[config.mk]
export PLATFORM = sky130hd
export DESIGN_NAME = plab4_net_router_input_buf_sep
export DESIGN_NICKNAME = d
export VERILOG_FILES = /design/src/rtl/plab4_net_router_input_buf_sep.sv
export SDC_FILE = /design/constraint.sdc
export NUM_CORES = 1
export LEC_CHECK = 0
export BUFFER_PORTS_ARGS = -buffer_cell sky130_fd_sc_hd__clkbuf_2
export CAP_MARGIN = 0
export CORE_ASPECT_RATIO = 0.8
export CORE_MARGIN = 1.5
export CORE_UTILIZATION = 58
export DETAILED_ROUTE_END_ITERATION = 8
export HOLD_SLACK_MARGIN = 0.1
export PLACE_DENSITY = 0.88
export SLEW_MARGIN = 20
export SYNTH_ARGS = -nofsm -noshare
export SYNTH_HDL_FRONTEND = slang
export SYNTH_SLANG_ARGS = --single-unit
[constraint.sdc]
create_clock -name clk -period 2.95 [get_ports clk]
set_input_delay 0.59 -clock clk [delete_from_list [all_inputs] [get_ports clk]]
set_output_delay 0.59 -clock clk [all_outputs]
set_load 0.01 [all_outputs]
[src/rtl/plab4_net_router_input_buf_sep.sv]
// Router input buffer with two independent per-domain circular queues.
// Each domain has private storage, pointers and count; no bypass from empty.
module plab4_net_router_input_buf_sep #(
  parameter int p_num_routers = 8,
  parameter int p_msg_nbits   = 44,
  parameter int p_dest_lsb    = 34,
  parameter int p_num_entries = 4,
  localparam int c_dest_nbits = $clog2(p_num_routers),
  localparam int c_cnt_nbits  = $clog2(p_num_entries) + 1
) (
  input  logic                    clk,
  input  logic                    reset,
  input  logic                    in_val,
  output logic                    in_rdy,
  input  logic [p_msg_nbits-1:0]  in_msg,
  input  logic                    in_domain,
  output logic                    out_val_d1,
  output logic                    out_val_d2,
  input  logic                    out_rdy_d1,
  input  logic                    out_rdy_d2,
  output logic [p_msg_nbits-1:0]  out_msg_d1,
  output logic [p_msg_nbits-1:0]  out_msg_d2,
  output logic [c_dest_nbits-1:0] dest_d1,
  output logic [c_dest_nbits-1:0] dest_d2,
  output logic [c_cnt_nbits-1:0]  num_free_d1,
  output logic [c_cnt_nbits-1:0]  num_free_d2
);

  localparam int c_ptr_nbits = $clog2(p_num_entries);
  localparam logic [c_cnt_nbits-1:0] c_entries = c_cnt_nbits'(p_num_entries);

  logic [1:0]                        full;
  logic [1:0]                        oval;
  logic [1:0]                        ordy;
  logic [1:0][p_msg_nbits-1:0]       omsg;
  logic [1:0][c_cnt_nbits-1:0]       nfree;

  assign ordy = {out_rdy_d2, out_rdy_d1};

  // Reset overrides acceptance so the reset cycle always looks empty.
  assign in_rdy = reset | (in_domain ? !full[1] : !full[0]);

  for (genvar d = 0; d < 2; d++) begin : g_dom
    logic [p_msg_nbits-1:0] mem_q [p_num_entries];
    logic [c_ptr_nbits-1:0] wptr_q, wptr_d;
    logic [c_ptr_nbits-1:0] rptr_q, rptr_d;
    logic [c_cnt_nbits-1:0] cnt_q, cnt_d;
    logic                   enq;
    logic                   deq;

    assign enq = in_val && in_rdy && !reset && (in_domain == 1'(d));
    assign deq = oval[d] && ordy[d];

    assign full[d]  = (cnt_q == c_entries);
    assign oval[d]  = !reset && (cnt_q != '0);
    assign omsg[d]  = oval[d] ? mem_q[rptr_q] : '0;
    assign nfree[d] = reset ? c_entries : c_entries - cnt_q;

    always_comb begin
      wptr_d = enq ? wptr_q + c_ptr_nbits'(1) : wptr_q;
      rptr_d = deq ? rptr_q + c_ptr_nbits'(1) : rptr_q;
      cnt_d  = cnt_q;
      unique case (1'b1)
        enq && !deq: cnt_d = cnt_q + c_cnt_nbits'(1);
        deq && !enq: cnt_d = cnt_q - c_cnt_nbits'(1);
        default:     cnt_d = cnt_q;
      endcase
    end

    always_ff @(posedge clk) begin
      if (reset) begin
        wptr_q <= '0;
        rptr_q <= '0;
        cnt_q  <= '0;
      end else begin
        wptr_q <= wptr_d;
        rptr_q <= rptr_d;
        cnt_q  <= cnt_d;
      end
    end

    always_ff @(posedge clk) begin
      if (enq) mem_q[wptr_q] <= in_msg;
    end
  end

  assign out_val_d1  = oval[0];
  assign out_val_d2  = oval[1];
  assign out_msg_d1  = omsg[0];
  assign out_msg_d2  = omsg[1];
  assign dest_d1     = omsg[0][p_dest_lsb +: c_dest_nbits];
  assign dest_d2     = omsg[1][p_dest_lsb +: c_dest_nbits];
  assign num_free_d1 = nfree[0];
  assign num_free_d2 = nfree[1];

endmodule

Word level (Yosys, flattened, before mapping)
Memory sizes are Yosys's and may differ from the RTL's. A register that Yosys moved wholly into a read port is not among the register bits. Cells that the tools add are included.

Bits in latches: 0. Bits of input ports: 50. Word-level logic and storage cells: 60. Memories kept: 2. Bits in registers: 14. Bits in writable memories: 352. ROM bits: 0. Output and inout bits: 103.

Add/sub/neg operators: 10. Order comparisons: 0. Shift operators: 0. Divide/modulo/power cells: 0. Bitwise gates (word level): 2. Eq/ne operators: 2. Muxes and demuxes: 15. $mul: 0. Reduce and logical (&&, ||, !) cells: 23.

Memories: g_dom[0].mem_q (words 4, bits a word 44, rd ports 1, clocked after memory_dff 1, write ports 1, line 44) `logic [p_msg_nbits-1:0] mem_q [p_num_entries];`; g_dom[1].mem_q (words 4, bits a word 44, rd ports 1, clocked after memory_dff 1, write ports 1, line 44).

Operators by type and width (number): $mux 44 (2); $logic_and 1x1->1 (12); $pmux 3 s2 (2); $add 2x1->2 const B (4); $mux 2 (4); $logic_not 1->1 (7); $add 3x1->3 const B (2); $eq 3x3->1 const B (2); $mux 3 (2); $reduce_bool 3->1 (2); $sub 3x1->3 const B (2); $sub 3x3->3 const A (2); $mux 1 (5); $reduce_bool 2->1 (2); $not 1->1 (1); $or 1x1->1 (1).

Depth between registers and ports, before layout
Gate-level depths: netlist (run 1).

Depth in word-level cells: 10. Mapped depth: 12. Depth with buffers taken out: 11.

Worst setup path before layout (run 1)
Ideal clock, no wire load.

Path type: register -> register. From: register g_dom[0].cnt_q[0]. To: memory g_dom[0].mem_q[1][0] (enable). Cell stages (with the launch flop): 6. Buffers on the path: 0. Path slack: 0.240 ns. Arrival: 2.304 ns. Data required time: 2.544 ns. Library setup time: 0.406 ns. Clock period less this slack: 2.710 ns. Cells stage by stage: dfxtp_1 > inv_1 > ha_1 > ha_1 > nor4b_4 > and2_1.

Cells in the longest elaborated chain, start to end: 9.

RTL lines: start, declared (line 47) `logic [c_cnt_nbits-1:0] cnt_q, cnt_d;`; start signal, assigned (line 78) `cnt_q <= cnt_d;`; $eq 3x3->1 (line 54) `assign full[d] = (cnt_q == c_entries);`; $logic_not 1->1 (line 41) `assign in_rdy = reset | (in_domain ? !full[1] : !full[0]);`; $mux 1 (line 41); $or 1x1->1 (line 41); $logic_and 1x1->1 (3 in series) (line 51) `assign enq = in_val && in_rdy && !reset && (in_domain == 1'(d));`; $mux 1 (line 83) `if (enq) mem_q[wptr_q] <= in_msg;`; $mux 1 (implied by the code) (line 83); end, declared (line 44).

No other way between the ends.

==> results_tabular.tex, run 1 <==
\begin{tabular}{lr}
\hline
Metric & Value \\
\hline
\multicolumn{2}{l}{\textbf{Synth}} \\
Cell area after synthesis & roughly 15000 um2 \\
Cell type with the largest total area after synthesis & sky130\_fd\_sc\_hd\_\_edfxtp\_1 \\
Post-Synth Simple-Gate Area & 5.50\% \\
Total of flip-flops plus latches after synthesis & 370 \\
Total nets after synthesis & 746 \\
Multiplexer fraction of the synthesized cell area & 14.1\% \\
Number of flops mapped to enable cells by yosys & 352 \\
Synth Warn \# & 0 \\
Leading post-synthesis cells by cell area & sky130\_fd\_sc\_hd\_\_edfxtp\_1 (73\%), sky130\_fd\_sc\_hd\_\_mux4\_2 (12\%), sky130\_fd\_sc\_hd\_\_and2\_1 (4.2\%) \\
Area share of the largest cell type after synthesis & around 73\% \\
Compound-gate portion of the synthesized area & less than 1\% \\
Synthesized-area fraction occupied by xor and xnor cells & 0.604\% \\
Most common flop cell mapped by yosys & sky130\_fd\_sc\_hd\_\_edfxtp\_1 \\
Sequential area share after synthesis & 75.4\% \\
Combinational family with the most area after synthesis & multiplexers \\
Synthesized-area fraction occupied by adder cells & 1.66\% \\
Number of cells produced by synthesis & 678 \\
Ys async rst share & 0\% \\
Average size of a mapped cell & 21.4 um2 \\
Netlist cell types & 27 \\
\multicolumn{2}{l}{\textbf{Power}} \\
Largest vdd supply drop & slightly above 0.0005 V \\
Leak & 5.77 nW \\
Power density over the cells & 655 nW/um2 \\
\multicolumn{2}{l}{\textbf{Layout}} \\
Final Net Count & 927 \\
Area grow syn2layout & 16.6\% \\
Fill cell total of the finished layout & 1499 \\
Share of cells above drive strength 1 & 36.9\% \\
Final antenna diode count & 0 \\
\multicolumn{2}{l}{\textbf{Timing}} \\
Maximum clock frequency & 353 MHz \\
Tightest Pin Transition & 440 ps \\
Slew Limit Headroom & between 70\% and 80\% \\
Hold Violations, Final & 0 \\
Final cycle utilization of the critical path & a little over nine tenths \\
Fin Clk Skew & 12.9 ps \\
Setup repair after global routing missed its margin & no \\
Crit path time final & 2830 ps \\
Final worst hold slack & between 300 and 400 ps \\
Pins over their slew limit & 0 \\
Setup violators final & 0 \\
Accumulated negative setup slack & 0 ps \\
\multicolumn{2}{l}{\textbf{Run}} \\
Number of maximum-capacitance constraint violations & 0 \\
\multicolumn{2}{l}{\textbf{Status}} \\
Status & complete, no violations \\
\multicolumn{2}{l}{\textbf{Drt}} \\
Number of vias after detailed routing & roughly 7k \\
Remaining design rule violation count & 0 \\
Per-cell via count in the routed design & 5.78 \\
Number of detailed-route iterations in the first pass & 5 \\
Initial DRC count & 616 \\
Post-detailed-routing wire length & 28400 um \\
Detailed-route wire length per cell & 23.6 um \\
Detail Route Antenna Nets & 0 \\
\multicolumn{2}{l}{\textbf{Floorplanning}} \\
Die Span X & 180 um \\
Floorplan die area & 26000 um2 \\
FP Rows & around 50 \\
Placeable core region & 24400 um2 \\
Effective utilization at floorplan & 59.3\% \\
Y dimension of the die & 144 um \\
Number of ports placed on the die boundary & between 150 and 200 \\
\multicolumn{2}{l}{\textbf{Clock tree}} \\
Later-pin clock latency in the skew report & roughly 500 ps \\
Sinks on Clock Net & 370 \\
CTS clock-pin slew for the worst setup and hold paths & approximately 60 ps \\
TritonCTS clock tree & yes \\
Clk Tree Root Cell & sky130\_fd\_sc\_hd\_\_clkbuf\_16 \\
Post-CTS Hold Buffers & 0 \\
Number of buffers created by CTS & 36 \\
Number of H-tree branching levels & 2 \\
Maximum buffer depth of the clock tree & 3 \\
\multicolumn{2}{l}{\textbf{Critical path}} \\
Worst endpoint required time & about 2400 ps \\
Maximum fanout count along the critical path & 24 \\
Worst Setup EP & out\_msg\_d1[37] \\
Crit path capture type & output pin \\
WS Path Type & flop to output pin \\
Crit path launch type & flop \\
Cell depth of the worst flop-to-flop path & 11 \\
Minimum setup slack among reg-to-reg paths & between 400 and 500 ps \\
Critical register-to-register path endpoint & g\_dom[1].cnt\_q[2]\$\_SDFFE\_PP0P\_ \\
R2r startpoint & g\_dom[1].cnt\_q[0]\$\_SDFFE\_PP0P\_ \\
CP Data Arrival Time & 2240 ps \\
\multicolumn{2}{l}{\textbf{Global route}} \\
Number of global-route vias before repair & 7265 \\
Pin count of the biggest net entering global routing & 46 \\
Antenna violations before repair & 0 \\
Overall track demand over capacity in global routing & 22.5\% \\
Wire length of the first global-routing pass & 42900 um \\
GRT Residual Overflow & 0 \\
\multicolumn{2}{l}{\textbf{Placement}} \\
Final RePlAce weighted congestion & 0.704 \\
Buffers added on ports & between 150 and 200 \\
Detailed placement HPWL & 16800 um \\
\multicolumn{2}{l}{\textbf{Min path}} \\
Kind of path behind the tightest hold check & input port to flop \\
\hline
\end{tabular}
[placed cells by master (no fill, tap or decap), drive strengths merged]
master and n:
xnor2 4, a21oi 4, nor2 20, mux4 88
fa 2, nand3b 2, or3 2, mux2i 3
bufinv 3, nor2b 4, nor4bb 1, ha 16
clkinvlp 2, nor4b 1, xor2 6, edfxtp 352
inv 15, nand2b 2, or2 1, and2 98
o21ai 2, clkbuf 196, buf 29, dfxtp 18
clkinv 16
[logic make-up after synthesis]
family	Yosys count
AND/OR/NAND/NOR	131
adder cells (fa/ha/maj)	18
AO/OA/AOI/OAI	6
flip-flops	370
buffers and inverters	52
multiplexers	91
XOR/XNOR	10
[per-stage QoR]
stage               total power, mW  instance area, um2  std cells  setup WS (ps)  util (%)
floorplan                      6.44               14500        678            240         -
finish                         11.1               16900       1205            115      69.2
detailed placement             6.69               15700       1138            366      64.4
global route                   11.4               16900       1205           25.1      69.2
CTS                            11.2               16900       1205           10.9      69.2
global placement               6.67               15700       1138            424      64.4
[layer usage]
metal | vias to the layer above | routed length (um) | track usage [%]
met3 | 39 | 1760 | 3.58
li1 | 3053 | - | -
met4 | 0 | 489 | 5.83
met5 | - | 0 | 0
met1 | 3606 | 11900 | 30.9
met2 | 266 | 14300 | 38.3
[worst min-delay path by stage]
stage / startpoint / end / slack [ps] / cells after the start
6_report: in_msg[18] / g_dom[0].mem_q[2][18]$_DFFE_PP_ / 350 / 1
3_5_place_dp: g_dom[0].cnt_q[1]$_SDFFE_PP0P_ / g_dom[0].cnt_q[1]$_SDFFE_PP0P_ / 480 / 2
4_1_cts: in_msg[11] / g_dom[0].mem_q[2][11]$_DFFE_PP_ / 330 / 1
3_3_place_gp: g_dom[1].cnt_q[1]$_SDFFE_PP0P_ / g_dom[1].cnt_q[1]$_SDFFE_PP0P_ / 470 / 2
5_1_grt: in_msg[15] / g_dom[0].mem_q[2][15]$_DFFE_PP_ / 350 / 1
2_1_floorplan: g_dom[0].cnt_q[1]$_SDFFE_PP0P_ / g_dom[0].cnt_q[1]$_SDFFE_PP0P_ / 460 / 2
[report_power, final]
group / internal, mW / total, mW / switching (mW) / leakage (nW)
Sequential: 5.82 / 5.86 / 0.0450 / 3.33
Combinational: 0.344 / 0.722 / 0.378 / 1.87
Clock: 2.62 / 4.49 / 1.87 / 0.565
Total: 8.78 / 11.1 / 2.30 / 5.77
[Yosys cell counts (all sizes together), types with 3 or more instances]
cell type / n
dfxtp: 18
clkbuf: 12
inv: 14
mux4: 88
nor2: 20
ha: 16
nor2b: 4
xnor2: 4
xor2: 6
a21oi: 4
buf: 26
mux2i: 3
and2: 98
edfxtp: 352
[cell type report]
type	count	area (um2)	area share, %
flip-flops and latches	370	10900	64.7
multi-input cells	256	3220	19.0
repair buffers	181	1140	6.76
clock buffers	44	973	5.75
well taps	318	398	2.35
clock inverters	22	193	1.14
inverters	14	52.6	0.311
[critical path, cell delays in order (launching register included)]
cell and delay, ps:
sky130_fd_sc_hd__dfxtp_4 520, sky130_fd_sc_hd__buf_12 270, sky130_fd_sc_hd__mux4_2 600, sky130_fd_sc_hd__and2_1 190
sky130_fd_sc_hd__clkbuf_2 120
[repair_timing]
item,CTS,global route
buffers inserted,1,0
setup endpoints to repair,1,69
resized for setup,0,2
endpoints found under the hold margin,0,0
[registers in the layout, indices dropped and copies added, names as in the netlist, named ones only]
register and flops:
g_dom.cnt_q 6, g_dom.mem_q 352, g_dom.rptr_q 4, g_dom.wptr_q 4
No activity file was read; power rests on OpenSTA's default activity.
==> inputs of run 2 (changes only) <==
--- a/config.mk
+++ b/config.mk
@@ -12,7 +12,9 @@
 export CORE_UTILIZATION = 58
 export DETAILED_ROUTE_END_ITERATION = 8
 export HOLD_SLACK_MARGIN = 0.1
+export MAX_ROUTING_LAYER = met4
 export PLACE_DENSITY = 0.88
+export RECOVER_POWER = 50
 export SLEW_MARGIN = 20
 export SYNTH_ARGS = -nofsm -noshare
 export SYNTH_HDL_FRONTEND = slang
==> run 2 against run 1 <==
Design area is 0.57% lower. Largest power group unchanged. Sequential power is essentially flat. Combinational power fell by 2%. Highest routed layer unchanged. Routed wire length is 0.18% higher.
==> results_tabular.tex, run 2 (synthesis gave the netlist of run 1 again) <==
\begin{tabular}{lr}
\hline
Metric & Value \\
\hline
\multicolumn{2}{l}{\textbf{Timing}} \\
Hold Violations, Final & 0 (unchanged) \\
Fin Clk Skew & 15.4 ps (was 12.9 ps) \\
Maximum clock frequency & 353 MHz (about the same) \\
Pins over their slew limit & 0 (unchanged) \\
Fin worst setup slack & 118 ps (was 115 ps) \\
Accumulated negative setup slack & 0 ps (unchanged) \\
Final worst hold slack & 420 ps (was 354 ps) \\
Final cycle utilization of the critical path & 96.0\% (was 96.1\%) \\
Slew Limit Headroom & 32.2\% (was 70.3\%) \\
Tightest Pin Transition & 1020 ps (was 440 ps) \\
Setup repair after global routing missed its margin & no (unchanged) \\
Crit path time final & 2830 ps (about the same) \\
Setup violators final & 0 (unchanged) \\
\multicolumn{2}{l}{\textbf{Critical path}} \\
WS Path Type & flop to output pin (unchanged) \\
Maximum fanout count along the critical path & 31 (was 24) \\
Worst endpoint required time & 2360 ps (about the same) \\
Crit path capture type & output pin (unchanged) \\
CP Data Arrival Time & 2240 ps (about the same) \\
Minimum setup slack among reg-to-reg paths & 200 ps (was 460 ps) \\
Crit path launch type & flop (unchanged) \\
\multicolumn{2}{l}{\textbf{Clock tree}} \\
CTS clock-pin slew for the worst setup and hold paths & 60 ps (about the same) \\
Sinks on Clock Net & 370 (unchanged) \\
Later-pin clock latency in the skew report & 510 ps (about the same) \\
Maximum buffer depth of the clock tree & 3 (unchanged) \\
Number of buffers created by CTS & 36 (unchanged) \\
Clk Tree Root Cell & sky130\_fd\_sc\_hd\_\_clkbuf\_16 (unchanged) \\
TritonCTS clock tree & yes (unchanged) \\
Number of H-tree branching levels & 2 (unchanged) \\
\multicolumn{2}{l}{\textbf{Global route}} \\
Overall track demand over capacity in global routing & 23.2\% (was 22.5\%) \\
Pin count of the biggest net entering global routing & 46 (unchanged) \\
GRT Residual Overflow & 0 (unchanged) \\
Wire length of the first global-routing pass & 43000 um (was 42900 um) \\
Number of global-route vias before repair & 7258 (was 7265) \\
Antenna violations before repair & 0 (unchanged) \\
\multicolumn{2}{l}{\textbf{Floorplanning}} \\
Placeable core region & 24400 um2 (unchanged) \\
Number of ports placed on the die boundary & 153 (unchanged) \\
FP Rows & 51 (unchanged) \\
Y dimension of the die & 144 um (unchanged) \\
Floorplan die area & 26000 um2 (unchanged) \\
Die Span X & 180 um (unchanged) \\
Effective utilization at floorplan & 59.3\% (unchanged) \\
\multicolumn{2}{l}{\textbf{Placement}} \\
Final RePlAce weighted congestion & 0.711 (was 0.704) \\
Worst setup slack after placement & 366 ps (unchanged) \\
Detailed placement HPWL & 16800 um (unchanged) \\
Placed cell count & 1138 (unchanged) \\
Buffers added on ports & 152 (unchanged) \\
\multicolumn{2}{l}{\textbf{Drt}} \\
Post-detailed-routing wire length & 28500 um (was 28400 um) \\
Detail Route Antenna Nets & 0 (unchanged) \\
Remaining design rule violation count & 0 (unchanged) \\
Per-cell via count in the routed design & 5.82 (was 5.78) \\
Number of detailed-route iterations in the first pass & 5 (unchanged) \\
Detailed-route wire length per cell & 23.6 um (about the same) \\
Initial DRC count & 613 (was 616) \\
Number of vias after detailed routing & 7014 (was 6964) \\
\multicolumn{2}{l}{\textbf{Power}} \\
Total internal power & 8.77 mW (was 8.78 mW) \\
Leak & 5.61 nW (was 5.77 nW) \\
Reported net switching power & 2.29 mW (was 2.30 mW) \\
Clk pwr share & 40.6\% (about the same) \\
Fraction of power consumed by sequential logic & 53.0\% (was 52.9\%) \\
Power density over the cells & 658 nW/um2 (was 655 nW/um2) \\
Largest vdd supply drop & 0.000493 V (was 0.000504 V) \\
Share of power burned in combinational logic & 6.4\% (was 6.5\%) \\
Sw frac & 20.7\% (about the same) \\
\multicolumn{2}{l}{\textbf{Layout}} \\
Number of flip-flops under the largest register name & 352 (unchanged) \\
Share of cells above drive strength 1 & 31.1\% (was 36.9\%) \\
Register ranked first by flip-flop count & g\_dom.mem\_q (unchanged) \\
Top Registers & g\_dom.mem\_q x352, g\_dom.cnt\_q x6 (unchanged) \\
Area grow syn2layout & 16.0\% (was 16.6\%) \\
Leading cell type in the layout, fill and taps excluded & sky130\_fd\_sc\_hd\_\_edfxtp\_1 (unchanged) \\
Final Net Count & 927 (unchanged) \\
Fraction of the core area covered by cells at the end of the flow & 68.8\% (was 69.2\%) \\
Count of placed standard cells in the final layout, fillers left out & 1205 (unchanged) \\
Top library cells by usage in the layout, fill and taps aside & sky130\_fd\_sc\_hd\_\_edfxtp\_1 (352), sky130\_fd\_sc\_hd\_\_clkbuf\_2 (106), sky130\_fd\_sc\_hd\_\_and2\_1 (90), sky130\_fd\_sc\_hd\_\_mux4\_2 (80), sky130\_fd\_sc\_hd\_\_clkbuf\_1 (55) (was sky130\_fd\_sc\_hd\_\_edfxtp\_1 (352), sky130\_fd\_sc\_hd\_\_clkbuf\_2 (152), sky130\_fd\_sc\_hd\_\_and2\_1 (90), sky130\_fd\_sc\_hd\_\_mux4\_2 (80), sky130\_fd\_sc\_hd\_\_clkbuf\_16 (38)) \\
Final antenna diode count & 0 (unchanged) \\
\multicolumn{2}{l}{\textbf{Run}} \\
Number of maximum-capacitance constraint violations & 0 (unchanged) \\
\multicolumn{2}{l}{\textbf{Min path}} \\
Kind of path behind the tightest hold check & input port to flop (unchanged) \\
\multicolumn{2}{l}{\textbf{Status}} \\
Status & complete, no violations (unchanged) \\
\hline
\end{tabular}
-- run 2: power by group through the flow --
| stage | clock network [mW] | registers (mW) | logic [mW] |
|---|---|---|---|
| 2_1_floorplan | 0 | 5.95 | 0.493 |
| 3_3_place_gp | 0 | 5.98 | 0.691 |
| 3_5_place_dp | 0 | 5.98 | 0.711 |
| 4_1_cts | 4.57 | 5.86 | 0.733 |
| 5_1_grt | 4.75 | 5.87 | 0.770 |
| 6_report | 4.49 | 5.86 | 0.711 |
-- run 2: worst paths after layout --
kind	start	to	cells past startpoint
worst max-delay path	g_dom[1].cnt_q[0]$_SDFFE_PP0P_	out_msg_d2[33]	7
worst min-delay path	in_msg[15]	g_dom[0].mem_q[2][15]$_DFFE_PP_	1
worst max register to register	g_dom[0].cnt_q[0]$_SDFFE_PP0P_	g_dom[0].mem_q[3][31]$_DFFE_PP_	6
worst min register to register	g_dom[0].cnt_q[1]$_SDFFE_PP0P_	g_dom[0].cnt_q[1]$_SDFFE_PP0P_	2
-- run 2: repair_timing --
item	CTS	global route
buffers inserted	1	0
resized for setup	0	2
endpoints found under the setup margin	1	69
hold buffers	0	0
-- run 2: worst max-delay path, stage by stage, from the launching register on --
cell                       delay (ps)
sky130_fd_sc_hd__dfxtp_1          350
sky130_fd_sc_hd__inv_1             90
sky130_fd_sc_hd__ha_1             240
sky130_fd_sc_hd__ha_1             240
sky130_fd_sc_hd__nor2_4           140
sky130_fd_sc_hd__buf_6            280
sky130_fd_sc_hd__and2_1           240
sky130_fd_sc_hd__clkbuf_2         150
-- run 2: routing by layer --
metal | share of wire (%) | vias up | track usage [%] | wire, um
met5 | 0 | - | - | 0
met4 | 1.7 | 0 | 5.83 | 487
met3 | 7.1 | 41 | 3.50 | 2010
met2 | 50 | 308 | 38.2 | 14300
met1 | 41 | 3617 | 31.2 | 11700
li1 | - | 3048 | - | -
-- run 2: area by class of cell --
| class | instances | area, um2 |
|---|---|---|
| clock buffer | 44 | 973 |
| clock inverter | 22 | 193 |
| sequential | 370 | 10900 |
| tap | 318 | 398 |
| fill | 1524 | 7620 |
| timing repair buffer | 181 | 1050 |
| multi-input combinational | 256 | 3220 |
| inverter | 14 | 52.6 |
-- run 2: stage by stage --
step	total power, mW	instance area, um2
after detailed placement	6.69	15700
after global routing	11.4	16800
after floorplan	6.44	14500
after global placement	6.67	15700
after CTS	11.2	16900
final	11.1	16800
==> inputs of run 3 (changes only) <==
--- a/config.mk
+++ b/config.mk
@@ -14,7 +14,7 @@
 export HOLD_SLACK_MARGIN = 0.1
 export MAX_ROUTING_LAYER = met4
 export PLACE_DENSITY = 0.88
-export RECOVER_POWER = 50
+export RECOVER_POWER = 25
 export SLEW_MARGIN = 20
 export SYNTH_ARGS = -nofsm -noshare
 export SYNTH_HDL_FRONTEND = slang
==> run 3 against run 2 <==
Clock power about the same. Clock skew is 1.6 ps lower. Clock-buffer cell count unchanged. Register-to-register slack gained 260 ps. Routed wire length fell by 0.11%. Cell count unchanged. Critical path depth unchanged. Combinational power is 0.8% higher. Sequential cell count unchanged. Sequential power is essentially flat. Via count hardly changed. Critical endpoint unchanged. Largest power group unchanged. Highest routed layer unchanged.
==> results_tabular.tex, run 3 (synthesis gave the netlist of run 1 again) <==
\begin{tabular}{lr}
\hline
Metric & Value \\
\hline
\multicolumn{2}{l}{\textbf{Layout}} \\
Area of combinational cells with multiple inputs & 3220 um2 (about the same) \\
Sequential cell area in the final layout & 10900 um2 (unchanged) \\
Number of flip-flops under the largest register name & 352 (unchanged) \\
Area grow syn2layout & 16.4\% (was 16.0\%) \\
Share of cells above drive strength 1 & 33.4\% (was 31.1\%) \\
Fin area & 16900 um2 (was 16800 um2) \\
Leading cell type in the layout, fill and taps excluded & sky130\_fd\_sc\_hd\_\_edfxtp\_1 (unchanged) \\
Fill cell total of the finished layout & 1512 (was 1524) \\
Final Net Count & 927 (unchanged) \\
Final antenna diode count & 0 (unchanged) \\
Top Registers & g\_dom.mem\_q x352, g\_dom.cnt\_q x6 (unchanged) \\
Register ranked first by flip-flop count & g\_dom.mem\_q (unchanged) \\
Top library cells by usage in the layout, fill and taps aside & sky130\_fd\_sc\_hd\_\_edfxtp\_1 (352), sky130\_fd\_sc\_hd\_\_clkbuf\_2 (121), sky130\_fd\_sc\_hd\_\_and2\_1 (90), sky130\_fd\_sc\_hd\_\_mux4\_2 (80), sky130\_fd\_sc\_hd\_\_clkbuf\_16 (38) (was sky130\_fd\_sc\_hd\_\_edfxtp\_1 (352), sky130\_fd\_sc\_hd\_\_clkbuf\_2 (106), sky130\_fd\_sc\_hd\_\_and2\_1 (90), sky130\_fd\_sc\_hd\_\_mux4\_2 (80), sky130\_fd\_sc\_hd\_\_clkbuf\_1 (55)) \\
\multicolumn{2}{l}{\textbf{Drt}} \\
Detail Route Antenna Nets & 0 (unchanged) \\
Remaining design rule violation count & 0 (unchanged) \\
Post-detailed-routing wire length & 28400 um (was 28500 um) \\
Detailed-route wire length per cell & 23.6 um (about the same) \\
Number of vias after detailed routing & 7010 (was 7014) \\
Per-cell via count in the routed design & 5.82 (about the same) \\
Number of detailed-route iterations in the first pass & 5 (unchanged) \\
Initial DRC count & 660 (was 613) \\
\multicolumn{2}{l}{\textbf{Critical path}} \\
Worst endpoint required time & 2360 ps (about the same) \\
Cell depth of the worst flop-to-flop path & 11 (was 6) \\
WS Path Type & flop to output pin (unchanged) \\
Maximum fanout count along the critical path & 31 (unchanged) \\
CP Data Arrival Time & 2240 ps (about the same) \\
Crit path launch type & flop (unchanged) \\
Crit path capture type & output pin (unchanged) \\
\multicolumn{2}{l}{\textbf{Clock tree}} \\
CTS clock-pin slew for the worst setup and hold paths & 60 ps (about the same) \\
Number of buffers created by CTS & 36 (unchanged) \\
Post-CTS Hold Buffers & 0 (unchanged) \\
Maximum buffer depth of the clock tree & 3 (unchanged) \\
Number of H-tree branching levels & 2 (unchanged) \\
Sinks on Clock Net & 370 (unchanged) \\
Clk Tree Root Cell & sky130\_fd\_sc\_hd\_\_clkbuf\_16 (unchanged) \\
Later-pin clock latency in the skew report & 520 ps (was 510 ps) \\
TritonCTS clock tree & yes (unchanged) \\
\multicolumn{2}{l}{\textbf{Placement}} \\
Placed Area & 15700 um2 (unchanged) \\
Detailed placement HPWL & 16800 um (unchanged) \\
Buffers added on ports & 152 (unchanged) \\
Final RePlAce weighted congestion & 0.711 (unchanged) \\
\multicolumn{2}{l}{\textbf{Timing}} \\
Fin Clk Skew & 13.8 ps (was 15.4 ps) \\
Crit path time final & 2830 ps (about the same) \\
Maximum clock frequency & 354 MHz (was 353 MHz) \\
Setup violators final & 0 (unchanged) \\
Hold Violations, Final & 0 (unchanged) \\
Final cycle utilization of the critical path & 95.8\% (was 96.0\%) \\
Accumulated negative setup slack & 0 ps (unchanged) \\
Final worst hold slack & 392 ps (was 420 ps) \\
Tightest Pin Transition & 441 ps (was 1020 ps) \\
Setup repair after global routing missed its margin & no (unchanged) \\
Pins over their slew limit & 0 (unchanged) \\
Slew Limit Headroom & 70.2\% (was 32.2\%) \\
\multicolumn{2}{l}{\textbf{Power}} \\
Largest vdd supply drop & 0.000504 V (was 0.000493 V) \\
Sw frac & 20.6\% (was 20.7\%) \\
Fraction of power consumed by sequential logic & 53.0\% (about the same) \\
Share of power burned in combinational logic & 6.5\% (was 6.4\%) \\
Clk pwr share & 40.5\% (was 40.6\%) \\
Post-layout power & 11.1 mW (about the same) \\
Leak & 5.67 nW (was 5.61 nW) \\
Power density over the cells & 655 nW/um2 (was 658 nW/um2) \\
Reported net switching power & 2.28 mW (was 2.29 mW) \\
Total internal power & 8.78 mW (was 8.77 mW) \\
\multicolumn{2}{l}{\textbf{Floorplanning}} \\
Placeable core region & 24400 um2 (unchanged) \\
FP Rows & 51 (unchanged) \\
Floorplan die area & 26000 um2 (unchanged) \\
Die Span X & 180 um (unchanged) \\
Number of ports placed on the die boundary & 153 (unchanged) \\
Effective utilization at floorplan & 59.3\% (unchanged) \\
Y dimension of the die & 144 um (unchanged) \\
\multicolumn{2}{l}{\textbf{Run}} \\
Number of maximum-capacitance constraint violations & 0 (unchanged) \\
\multicolumn{2}{l}{\textbf{Global route}} \\
Wire length of the first global-routing pass & 43000 um (unchanged) \\
Overall track demand over capacity in global routing & 23.2\% (unchanged) \\
Antenna violations before repair & 0 (unchanged) \\
GRT Residual Overflow & 0 (unchanged) \\
Pin count of the biggest net entering global routing & 46 (unchanged) \\
Number of global-route vias before repair & 7258 (unchanged) \\
\multicolumn{2}{l}{\textbf{Min path}} \\
Worst Hold Depth & 1 (unchanged) \\
Kind of path behind the tightest hold check & input port to flop (unchanged) \\
\multicolumn{2}{l}{\textbf{Status}} \\
Status & complete, no violations (unchanged) \\
\hline
\end{tabular}
[run 3: final cells by class]
class                           instances  area share, %
Inverter                               14          0.311
Clock inverter                         22           1.14
Tap cell                              318           2.36
Multi-Input combinational cell        256           19.1
Timing Repair Buffer                  181           6.55
Clock buffer                           44           5.77
Sequential cell                       370           64.8
[run 3: metal layers]
metal	up-vias	global-route usage [%]	share of wire, %
met3	41	3.50	6.9
met2	318	38.2	50
met1	3603	31.2	41
li1	3048	-	-
met5	-	-	0
met4	0	5.83	1.7
[run 3: worst paths after layout]
check	to	slack (ps)	from
worst max register to register	g_dom[1].cnt_q[2]$_SDFFE_PP0P_	460	g_dom[1].cnt_q[0]$_SDFFE_PP0P_
worst max-delay path	out_msg_d2[33]	120	g_dom[1].cnt_q[0]$_SDFFE_PP0P_
worst min-delay path	g_dom[1].mem_q[2][34]$_DFFE_PP_	390	in_msg[34]
worst min register to register	g_dom[0].cnt_q[1]$_SDFFE_PP0P_	500	g_dom[0].cnt_q[1]$_SDFFE_PP0P_
[run 3: critical path, cell delays in order (launching register included)]
cell	delay, ps
sky130_fd_sc_hd__dfxtp_1	350
sky130_fd_sc_hd__inv_1	90
sky130_fd_sc_hd__ha_1	240
sky130_fd_sc_hd__ha_1	240
sky130_fd_sc_hd__nor2_4	140
sky130_fd_sc_hd__buf_6	270
sky130_fd_sc_hd__and2_1	240
sky130_fd_sc_hd__clkbuf_2	150
[run 3: power groups by stage]
stage	sequential (mW)	clock, mW	combinational, mW
after global routing	5.87	4.75	0.775
after global placement	5.98	0	0.691
after detailed placement	5.98	0	0.711
after floorplan	5.95	0	0.493
final	5.86	4.48	0.717
after CTS	5.86	4.57	0.733
[run 3: timing repair]
action,CTS,global route
buffers inserted,1,0
gates cloned,0,0
resized for setup,0,2
endpoints found under the setup margin,1,69
[run 3: through the flow]
stage                     worst slack [ps]  instances  utilization [%]
after floorplan                        240        678                -
after global placement                 424       1138             64.4
after detailed placement               366       1138             64.4
after CTS                             10.9       1205             69.2
after global routing                  25.2       1205             69.1
final                                  125       1205             69.1
